--- src/rtl/axi_aw_arb3_if.sv ---
// AW bus bundle for the 3-to-1 write-address arbiter.
// slave  : the arbiter's view (takes the three upstream AW ports, drives the merged AW).
// master : the surrounding environment's view.
interface axi_aw_arb3_if #(
  parameter int ADDR_W = 32,
  parameter int ID_W   = 4,
  parameter int LEN_W  = 8
);
  logic [2:0]          s_awvalid;
  logic [2:0]          s_awready;
  logic [3*ADDR_W-1:0] s_awaddr;
  logic [3*ID_W-1:0]   s_awid;
  logic [3*LEN_W-1:0]  s_awlen;
  logic                m_awvalid;
  logic                m_awready;
  logic [ADDR_W-1:0]   m_awaddr;
  logic [ID_W-1:0]     m_awid;
  logic [LEN_W-1:0]    m_awlen;
  logic [1:0]          m_awsrc;

  modport slave (
    input  s_awvalid, s_awaddr, s_awid, s_awlen, m_awready,
    output s_awready, m_awvalid, m_awaddr, m_awid, m_awlen, m_awsrc
  );

  modport master (
    output s_awvalid, s_awaddr, s_awid, s_awlen, m_awready,
    input  s_awready, m_awvalid, m_awaddr, m_awid, m_awlen, m_awsrc
  );
endinterface

--- src/rtl/axi_aw_arb3.sv ---
// 3-to-1 AXI AW arbiter with single-entry registered output slice.
// Modes: 0 fixed priority, 1 round robin (3 aliases 1), 2 weighted round robin.
// m_awsrc carries the winning port so W/B routing can follow AW order.
// Optional: define AXI_ARB_STARVE_MON_EN to add the starve_max monitor output.
module axi_aw_arb3 #(
  parameter int ADDR_W = 32,
  parameter int ID_W   = 4,
  parameter int LEN_W  = 8,
  parameter int WGT_W  = 16
) (
  input  logic             aclk,
  input  logic             areset,
  input  logic             arb_en,
  input  logic [1:0]       arb_mode,
  input  logic [WGT_W-1:0] weight0,
  input  logic [WGT_W-1:0] weight1,
  input  logic [WGT_W-1:0] weight2,
  axi_aw_arb3_if.slave     bus
`ifdef AXI_ARB_STARVE_MON_EN
  , output logic [3*WGT_W-1:0] starve_max
`endif
);

  logic [2:0]              v;
  logic [2:0][ADDR_W-1:0]  addr_a;
  logic [2:0][ID_W-1:0]    id_a;
  logic [2:0][LEN_W-1:0]   len_a;
  logic [2:0][WGT_W-1:0]   wgt;

  assign v      = bus.s_awvalid;
  assign addr_a = bus.s_awaddr;
  assign id_a   = bus.s_awid;
  assign len_a  = bus.s_awlen;
  assign wgt    = {weight2, weight1, weight0};

  logic [1:0]       last_q, last_d;
  logic [WGT_W-1:0] cons_q, cons_d;
  logic             en_q;
  logic [1:0]       mode_q;

  logic             mv_q;
  logic [ADDR_W-1:0] addr_q;
  logic [ID_W-1:0]   id_q;
  logic [LEN_W-1:0]  len_q;
  logic [1:0]        src_q;

  logic       slot_free, gnt_vld, hs, keep, cfg_chg;
  logic [1:0] gnt, rr1, rr2;

  function automatic logic [1:0] nxt(input logic [1:0] p);
    return (p == 2'd2) ? 2'd0 : p + 2'd1;
  endfunction

  assign slot_free = ~mv_q | bus.m_awready;
  assign rr1       = nxt(last_q);
  assign rr2       = nxt(rr1);
  // cons_q == 0 means the current run has not started yet (after reset or a
  // config change), so the previous winner gets no repeat credit.
  assign keep      = (arb_mode == 2'd2) && v[last_q] && (cons_q != '0) &&
                     (cons_q <= wgt[last_q]);
  assign cfg_chg   = (arb_en != en_q) || (arb_mode != mode_q);

  // Winner selection from current valids and arbitration history.
  always_comb begin
    gnt_vld = 1'b0;
    gnt     = 2'd0;
    if (!arb_en) begin
      gnt_vld = v[0];
    end else begin
      gnt_vld = |v;
      if (arb_mode == 2'd0) begin
        if (v[0])      gnt = 2'd0;
        else if (v[1]) gnt = 2'd1;
        else           gnt = 2'd2;
      end else if (keep) begin
        gnt = last_q;
      end else if (v[rr1]) begin
        gnt = rr1;
      end else if (v[rr2]) begin
        gnt = rr2;
      end else begin
        gnt = last_q;
      end
    end
  end

  assign hs            = gnt_vld & slot_free;
  assign bus.s_awready = hs ? (3'b001 << gnt) : 3'b000;

  // History next-state: a config change restarts the consecutive-grant run.
  always_comb begin
    last_d = last_q;
    cons_d = cons_q;
    if (hs) last_d = gnt;
    if (cfg_chg) begin
      cons_d = hs ? WGT_W'(1) : '0;
    end else if (hs) begin
      if (gnt == last_q) cons_d = (&cons_q) ? cons_q : cons_q + WGT_W'(1);
      else               cons_d = WGT_W'(1);
    end
  end

  // Arbitration history registers.
  always_ff @(posedge aclk or posedge areset) begin
    if (areset) begin
      last_q <= 2'd2;
      cons_q <= '0;
      en_q   <= 1'b0;
      mode_q <= 2'd0;
    end else begin
      last_q <= last_d;
      cons_q <= cons_d;
      en_q   <= arb_en;
      mode_q <= arb_mode;
    end
  end

  // Output slice: load on handshake, drain when taken without a refill.
  always_ff @(posedge aclk or posedge areset) begin
    if (areset) begin
      mv_q   <= 1'b0;
      addr_q <= '0;
      id_q   <= '0;
      len_q  <= '0;
      src_q  <= 2'd0;
    end else if (hs) begin
      mv_q   <= 1'b1;
      addr_q <= addr_a[gnt];
      id_q   <= id_a[gnt];
      len_q  <= len_a[gnt];
      src_q  <= gnt;
    end else if (bus.m_awready) begin
      mv_q   <= 1'b0;
    end
  end

  assign bus.m_awvalid = mv_q;
  assign bus.m_awaddr  = addr_q;
  assign bus.m_awid    = id_q;
  assign bus.m_awlen   = len_q;
  assign bus.m_awsrc   = src_q;

`ifdef AXI_ARB_STARVE_MON_EN
  for (genvar n = 0; n < 3; n++) begin : g_stv
    logic [WGT_W-1:0] cnt_q, max_q;
    // Per-port wait counter and its running maximum.
    always_ff @(posedge aclk or posedge areset) begin
      if (areset) begin
        cnt_q <= '0;
        max_q <= '0;
      end else begin
        if (v[n] && !bus.s_awready[n]) cnt_q <= (&cnt_q) ? cnt_q : cnt_q + WGT_W'(1);
        else                           cnt_q <= '0;
        if (cnt_q > max_q) max_q <= cnt_q;
      end
    end
    assign starve_max[n*WGT_W +: WGT_W] = max_q;
  end
`endif

endmodule

--- src/flat_wrapper.sv ---
// flat-port wrapper written by rule: the top's interface ports become plain ports
module axi_aw_arb3_flat 
#(
  parameter int ADDR_W = 32,
  parameter int ID_W   = 4,
  parameter int LEN_W  = 8,
  parameter int WGT_W  = 16
)
  (aclk, areset, arb_en, arb_mode, weight0, weight1, weight2, bus_s_awvalid, bus_s_awaddr, bus_s_awid, bus_s_awlen, bus_m_awready, bus_s_awready, bus_m_awvalid, bus_m_awaddr, bus_m_awid, bus_m_awlen, bus_m_awsrc);
  axi_aw_arb3_if #(.ADDR_W(ADDR_W), .ID_W(ID_W), .LEN_W(LEN_W)) bus_i ();
  input  logic aclk;
  input  logic areset;
  input  logic arb_en;
  input  logic [1:0] arb_mode;
  input  logic [WGT_W-1:0] weight0;
  input  logic [WGT_W-1:0] weight1;
  input  logic [WGT_W-1:0] weight2;
  input wire logic [$bits(bus_i.s_awvalid)-1:0] bus_s_awvalid;
  input wire logic [$bits(bus_i.s_awaddr)-1:0] bus_s_awaddr;
  input wire logic [$bits(bus_i.s_awid)-1:0] bus_s_awid;
  input wire logic [$bits(bus_i.s_awlen)-1:0] bus_s_awlen;
  input wire logic [$bits(bus_i.m_awready)-1:0] bus_m_awready;
  output wire logic [$bits(bus_i.s_awready)-1:0] bus_s_awready;
  output wire logic [$bits(bus_i.m_awvalid)-1:0] bus_m_awvalid;
  output wire logic [$bits(bus_i.m_awaddr)-1:0] bus_m_awaddr;
  output wire logic [$bits(bus_i.m_awid)-1:0] bus_m_awid;
  output wire logic [$bits(bus_i.m_awlen)-1:0] bus_m_awlen;
  output wire logic [$bits(bus_i.m_awsrc)-1:0] bus_m_awsrc;
  assign bus_i.s_awvalid = bus_s_awvalid;
  assign bus_i.s_awaddr = bus_s_awaddr;
  assign bus_i.s_awid = bus_s_awid;
  assign bus_i.s_awlen = bus_s_awlen;
  assign bus_i.m_awready = bus_m_awready;
  assign bus_s_awready = bus_i.s_awready;
  assign bus_m_awvalid = bus_i.m_awvalid;
  assign bus_m_awaddr = bus_i.m_awaddr;
  assign bus_m_awid = bus_i.m_awid;
  assign bus_m_awlen = bus_i.m_awlen;
  assign bus_m_awsrc = bus_i.m_awsrc;
  axi_aw_arb3 #(.ADDR_W(ADDR_W), .ID_W(ID_W), .LEN_W(LEN_W), .WGT_W(WGT_W)) u_core (.aclk(aclk), .areset(areset), .arb_en(arb_en), .arb_mode(arb_mode), .weight0(weight0), .weight1(weight1), .weight2(weight2), .bus(bus_i));
endmodule
--- config.mk ---
export PLATFORM = sky130hd
export DESIGN_NAME = axi_aw_arb3_flat
export DESIGN_NICKNAME = d
export VERILOG_FILES = /design/src/rtl/axi_aw_arb3_if.sv /design/src/rtl/axi_aw_arb3.sv /design/src/flat_wrapper.sv
export SDC_FILE = /design/constraint.sdc
export NUM_CORES = 1
export LEC_CHECK = 0
export BUFFER_PORTS_ARGS = -buffer_cell sky130_fd_sc_hd__clkbuf_2
export CAP_MARGIN = 5
export CORE_UTILIZATION = 50
export DETAILED_ROUTE_END_ITERATION = 8
export PLACE_DENSITY = 0.86
export SYNTH_ARGS = -nofsm -noshare
export SYNTH_HDL_FRONTEND = slang
export SYNTH_SLANG_ARGS = --single-unit
--- constraint.sdc ---
create_clock -name aclk -period 16.9 [get_ports aclk]
set_input_delay 5.07 -clock aclk [delete_from_list [all_inputs] [get_ports aclk]]
set_output_delay 5.07 -clock aclk [all_outputs]
set_load 0.05 [all_outputs]
Word level (Yosys, flattened, before mapping)
Cells that the tools add are included.
Widths: inputs -> output; s select.
{ "totals": {"ff_bits": 68, "latch_bits": 0, "ram_bits": 0, "mem_bits_ro": 0, "output_inout_bits": 50, "mem_count": 0} }
{ "op_classes": {"add_sub_neg": 3, "multipliers": 0, "div_mod_pow": 0, "order_cmp": 5, "eq_ne": 7, "shifts": 1, "mux": 32, "n_bitwise": 3, "reduce_logical": 11} }
{ "op_table": {"columns": ["cell", "n"], "rows": [
  ["$mux 16", 5],
  ["$bmux 32 s2", 1],
  ["$bmux 16 s2", 1],
  ["$mux 32", 1],
  ["$mux 2", 9],
  ["$add 16x1->16 const B", 1],
  ["$bmux 8 s2", 1],
  ["$le 16x16->1", 1],
  ["$reduce_and 16->1", 1],
  ["$reduce_bool 16->1", 1],
  ["$lt 2x3->1 const B", 4],
  ["$bmux 4 s2", 1],
  ["$mux 8", 1],
  ["$mux 1", 7],
  ["$bmux 1 s2", 3],
  ["$eq 2x2->1 const B", 3],
  ["$add 2x1->2 const B", 2],
  ["$mux 4", 1],
  ["$reduce_bool 2->1", 2],
  ["$logic_and 1x1->1", 3],
  ["$mux 3", 1],
  ["$ne 3x2->1 const B", 1],
  ["$reduce_or 3->1", 1],
  ["$shl 1x2->3 const A", 1],
  ["9 further kinds", 9]
]} }

Depth between registers and ports, before layout
{ "depth": {"depth_word": 15, "mapped_depth": 17} }

Worst setup path after synthesis
Ideal clock, no wire load.
{ "synth_timing": {"kind": "input -> output", "from": "input weight2[1]", "to": "output bus_s_awready[0]", "arrival_ps": 7684, "t_required_ps": 11830, "path_slack_ps": 4146, "stages": 13, "cell_sequence": "mux2i_1 nor2_1 a21oi_1 ha_1 nor2b_1 o211ai_1 a2111o_1 nand3_1 mux2_2 o31ai_4 buf_6 buf_6 and3_1"} }
{ "synth_via": {"elab_chain_cells": 9} }
{ "synth_lines": {"columns": ["element", "line_no", "rtl"], "rows": [
  ["from (decl)", "flat_wrapper.sv:17", "input logic [WGT_W-1:0] weight2;"],
  ["$bmux 16 s2", "axi_aw_arb3.sv:60", "(cons_q <= wgt[last_q]);"],
  ["$mux 16 (not written as such)", "axi_aw_arb3.sv:60", null],
  ["$le 16x16->1", "axi_aw_arb3.sv:60", null],
  ["$logic_and 1x1->1", "axi_aw_arb3.sv:59", "assign keep = (arb_mode == 2'd2) && v[last_q] && (cons_q != '0) &&"],
  ["$mux 2", "axi_aw_arb3.sv:75", "end else if (keep) begin"],
  ["$mux 2", "axi_aw_arb3.sv:71", "if (arb_mode == 2'd0) begin"],
  ["$mux 2", "axi_aw_arb3.sv:67", "if (!arb_en) begin"],
  ["$shl 1x2->3", "axi_aw_arb3.sv:88", "assign bus.s_awready = hs ? (3'b001 << gnt) : 3'b000;"],
  ["$mux 3", "axi_aw_arb3.sv:88", null],
  ["to (decl)", "flat_wrapper.sv:23", "output wire logic [$bits(bus_i.s_awready)-1:0] bus_s_awready;"]
]} }
No other way between the ends. The select of a mux whose other input is x is not followed.

Worst setup path in the final report
{ "layout_timing": {"from": "input weight2[7]", "to": "output bus_s_awready[1]"} }
The elaborated chain is that of the path after synthesis.

==> flow_metrics.tcl <==
set metrics [dict create \
    relSlewSlack_pct 33.4 \
    fin_ws_ns 3.31 \
    final_core_util_pct 66.6 \
    clk_path_buf_depth 2 \
    drtIter0Drc 334 \
    hold_viol_final 0 \
    final_nets 967 \
    met2_usage_pct 49.6 \
    p_sw_mw 0.258 \
    grt_pass1_vias 4937 \
    tightest_slew_ns 0.996 \
    grt_pass1_wl_um 23100 \
    htree_levels 3 \
    die_h_um 99.4 \
    gp_congestion 0.915 \
    cp_slowest_cell "buf_4" \
    ys_seq_area_share_pct 35.4 \
    clkPwrFrac_pct 22.6 \
    area_growth_pct 29.2 \
    cpPeakStageDelay_ns 0.65 \
    finalCritPeriodShare_pct 80.4 \
    crit_type "primary input to primary output" \
    rsz0062_at_grt "false" \
    synth_top_cells_by_count "nand2_1, dfrtp_1, mux2i_1" \
    initial_core_util_pct 51.6 \
    synthCells 542 \
    seqCellArea_sq_mm 0.00168 \
    final_max_slew_viol_count 0 \
    pwr-share-comb_pct 42.8 \
    power_density_mw_per_mm2 97.1 \
    cts_root_buffer "clkbuf_8" \
    ys_warn_count 0 \
    grt_use_total_pct 29.7 \
    via_count 4950 \
    p_int_mw 0.337 \
    vias_per_cell 5.66 \
    ctsResizeCount 0 \
    fin_crit_ns 13.59 \
    crit_start "weight2[7]" \
    globalRouteMet1Util_pct 35.9 \
    drt-pass1-iter-count 5 \
    setup_viol 0 \
    clock-sinks 67 \
    drcViolationCount 0 \
    n_antenna_cell 0 \
    wl_per_cell_um 16.4 \
    coreArea_sq_mm 0.00920 \
    wl_um 14400 \
    peakVddDrop_uv 68.3 \
    drv_cap 0 \
    synth_edf_count 0 \
    dp_hpwl_um 10800 \
    timing.rr.start "u_core.last_q[1]" \
    grt_max_degree 63 \
    synth.most_common_cell "nand2_1" \
    place_ws_ns 3.29 \
    cts_buffers 9 \
    p_leak_nw 3.38 \
    cts_hold_buf 0 \
    finalClockSkew_ns 0.0172 \
    die_x_um 99.4 \
    use_met3_pct 7.31 \
    multi_input_area_sq_mm 0.00270 \
    antenna_found_initial 0 \
    fp-row-count 35 \
    synth_area_sq_mm 0.00474 \
    final_cell_area_sq_mm 0.00613 \
    drive_gt1_share_pct 36.5 \
    reg2reg_depth 13 \
    p_seq_share_pct 34.6 \
    post_cts.repair.setup_buffers 0 \
    max_freq_mhz 73.6 \
    setup_tns_ns 0 \
    clkSlewWorstSetupHoldPaths_ns 0.08 \
    clock_latency_ns 0.34 \
    synthesis.nets 749 \
    antenna_left 0 \
    worstSetupEndpointType "primary output" \
    crit_required_ns 11.83 \
    grt.busiest_layer "met2" \
    async_flop_share_pct 100 \
    arrival_ns 8.52 \
    hold_class "flop to flop" \
    fill_cells 743 \
    hold_depth 2 \
    placed_area_sq_mm 0.00594 \
    ys_types 55 \
    synth_area_leader_cell "dfrtp_1" \
    crit_fanout 49 \
    overflow 0 \
    cts_tree "built" \
    synth_area_per_cell_sq_um 8.75 \
    ys_ff_latch 67 \
    power_switching_share_pct 43.4 \
    synth-main-ff-cell "dfrtp_1" \
    synth_area_leaders "dfrtp_1, mux2i_1, o221ai_1" \
    fp.dieArea_sq_mm 0.00988 \
    io_pins 239 \
    crit_chain "clkbuf_2 -> mux2i_1 -> nor2_1 -> a21oi_1 -> ha_1 -> a21oi_1 -> o21ai_1 -> a221oi_1 -> nand3_1 -> mux2_2 -> o31ai_4 -> buf_4 -> nand3b_2 -> buf_4 -> inv_2 -> clkbuf_2" \
    min_from "u_core.bus.m_awlen[4]" \
    startpoint_type "primary input" \
    yosysTopAreaCellShare_pct 34.8 \
    status "finished, final reports clean" \
    port_buffers 238 \
]
## stage by stage
step | hold slack, ns | power (mW) | instances
2_1_floorplan | 0.540 | 0.392 | 542
3_3_place_gp | 0.468 | 0.456 | 860
3_5_place_dp | 0.476 | 0.463 | 860
4_1_cts | 0.497 | 0.599 | 875
5_1_grt | 0.521 | 0.625 | 875
6_report | 0.493 | 0.595 | 875
## flip-flops by register name (all words and copies together), names as in the netlist
name	cells
u_core.bus.m_awvalid	1
u_core.en_q	1
u_core.cons_q	16
u_core.bus.m_awaddr	32
u_core.bus.m_awid	4
u_core.last_q	1
u_core.bus.m_awsrc	2
u_core.mode_q	2
u_core.bus.m_awlen	8
## critical path, delay by kind of cell
kind | cells | cell delay, ns
AOI/OAI and AO/OA | 5 | 0.99
adders and majority gates | 1 | 0.27
buffers and inverters | 5 | 1.41
muxes | 2 | 0.43
and+or+nand+nor | 3 | 0.30
## final cells by class
| cell class | instances | share of cell area (%) |
|---|---|---|
| clock buffers | 11 | 2.31 |
| multi-input cells | 389 | 44.1 |
| well taps | 111 | 2.27 |
| repair buffers | 243 | 20.0 |
| clock inverters | 4 | 0.837 |
| flip-flops and latches | 67 | 27.4 |
| inverters | 50 | 3.06 |
## cell families (layout without fill, tap and decap cells)
| kind of cell | after synthesis | in the layout | share of synthesized area (%) |
|---|---|---|---|
| fa+ha+maj | 18 | 18 | 4.75 |
| flops | 67 | 67 | 35.4 |
| compound gates | 137 | 137 | 21.9 |
| buf+inv | 86 | 308 | 7.92 |
| xor+xnor | 3 | 3 | 0.554 |
| simple gates | 169 | 169 | 16.4 |
| mux | 62 | 62 | 13.1 |
## power groups by stage
stage	clock network [mW]	registers [mW]	logic, mW
3_3_place_gp	0	0.207	0.249
4_1_cts	0.137	0.206	0.256
5_1_grt	0.144	0.208	0.273
3_5_place_dp	0	0.207	0.256
6_report	0.135	0.206	0.255
2_1_floorplan	0	0.288	0.104
## layout by cell type, fill, tap and decap left out, types with 4 or more instances in the layout
| master | count |
|---|---|
| a21oi_1 | 26 |
| a22o_1 | 4 |
| and2_1 | 6 |
| and3_1 | 4 |
| buf_4 | 5 |
| clkbuf_2 | 238 |
| clkbuf_8 | 10 |
| dfrtp_1 | 66 |
| ha_1 | 18 |
| inv_1 | 48 |
| mux2i_1 | 61 |
| nand2_1 | 72 |
| nand2b_1 | 4 |
| nand3_1 | 7 |
| nand4_1 | 8 |
| nor2_1 | 41 |
| nor2b_1 | 7 |
| nor3_1 | 5 |
| nor4_1 | 5 |
| o21ai_0 | 31 |
| o221ai_1 | 33 |
| o221ai_2 | 11 |
| o31a_1 | 4 |
## worst paths after layout
kind	slack, ns	to
worst max-delay path	3.31	bus_s_awready[1]
worst min-delay path	0.49	u_core.bus.m_awlen[4]
worst max register to register	12.16	u_core.bus.m_awaddr[24]
worst min register to register	0.49	u_core.bus.m_awlen[4]
max in group asynchronous	11.31	u_core.bus.m_awaddr[27]
min in group asynchronous	4.58	u_core.bus.m_awlen[2]
## layer usage
layer	part of all wire (%)	up-vias
li1	-	2384
met1	39	2263
met2	48	261
met3	8.5	42
met4	3.5	0
met5	0	-
No activity file was read; power rests on OpenSTA's default activity.
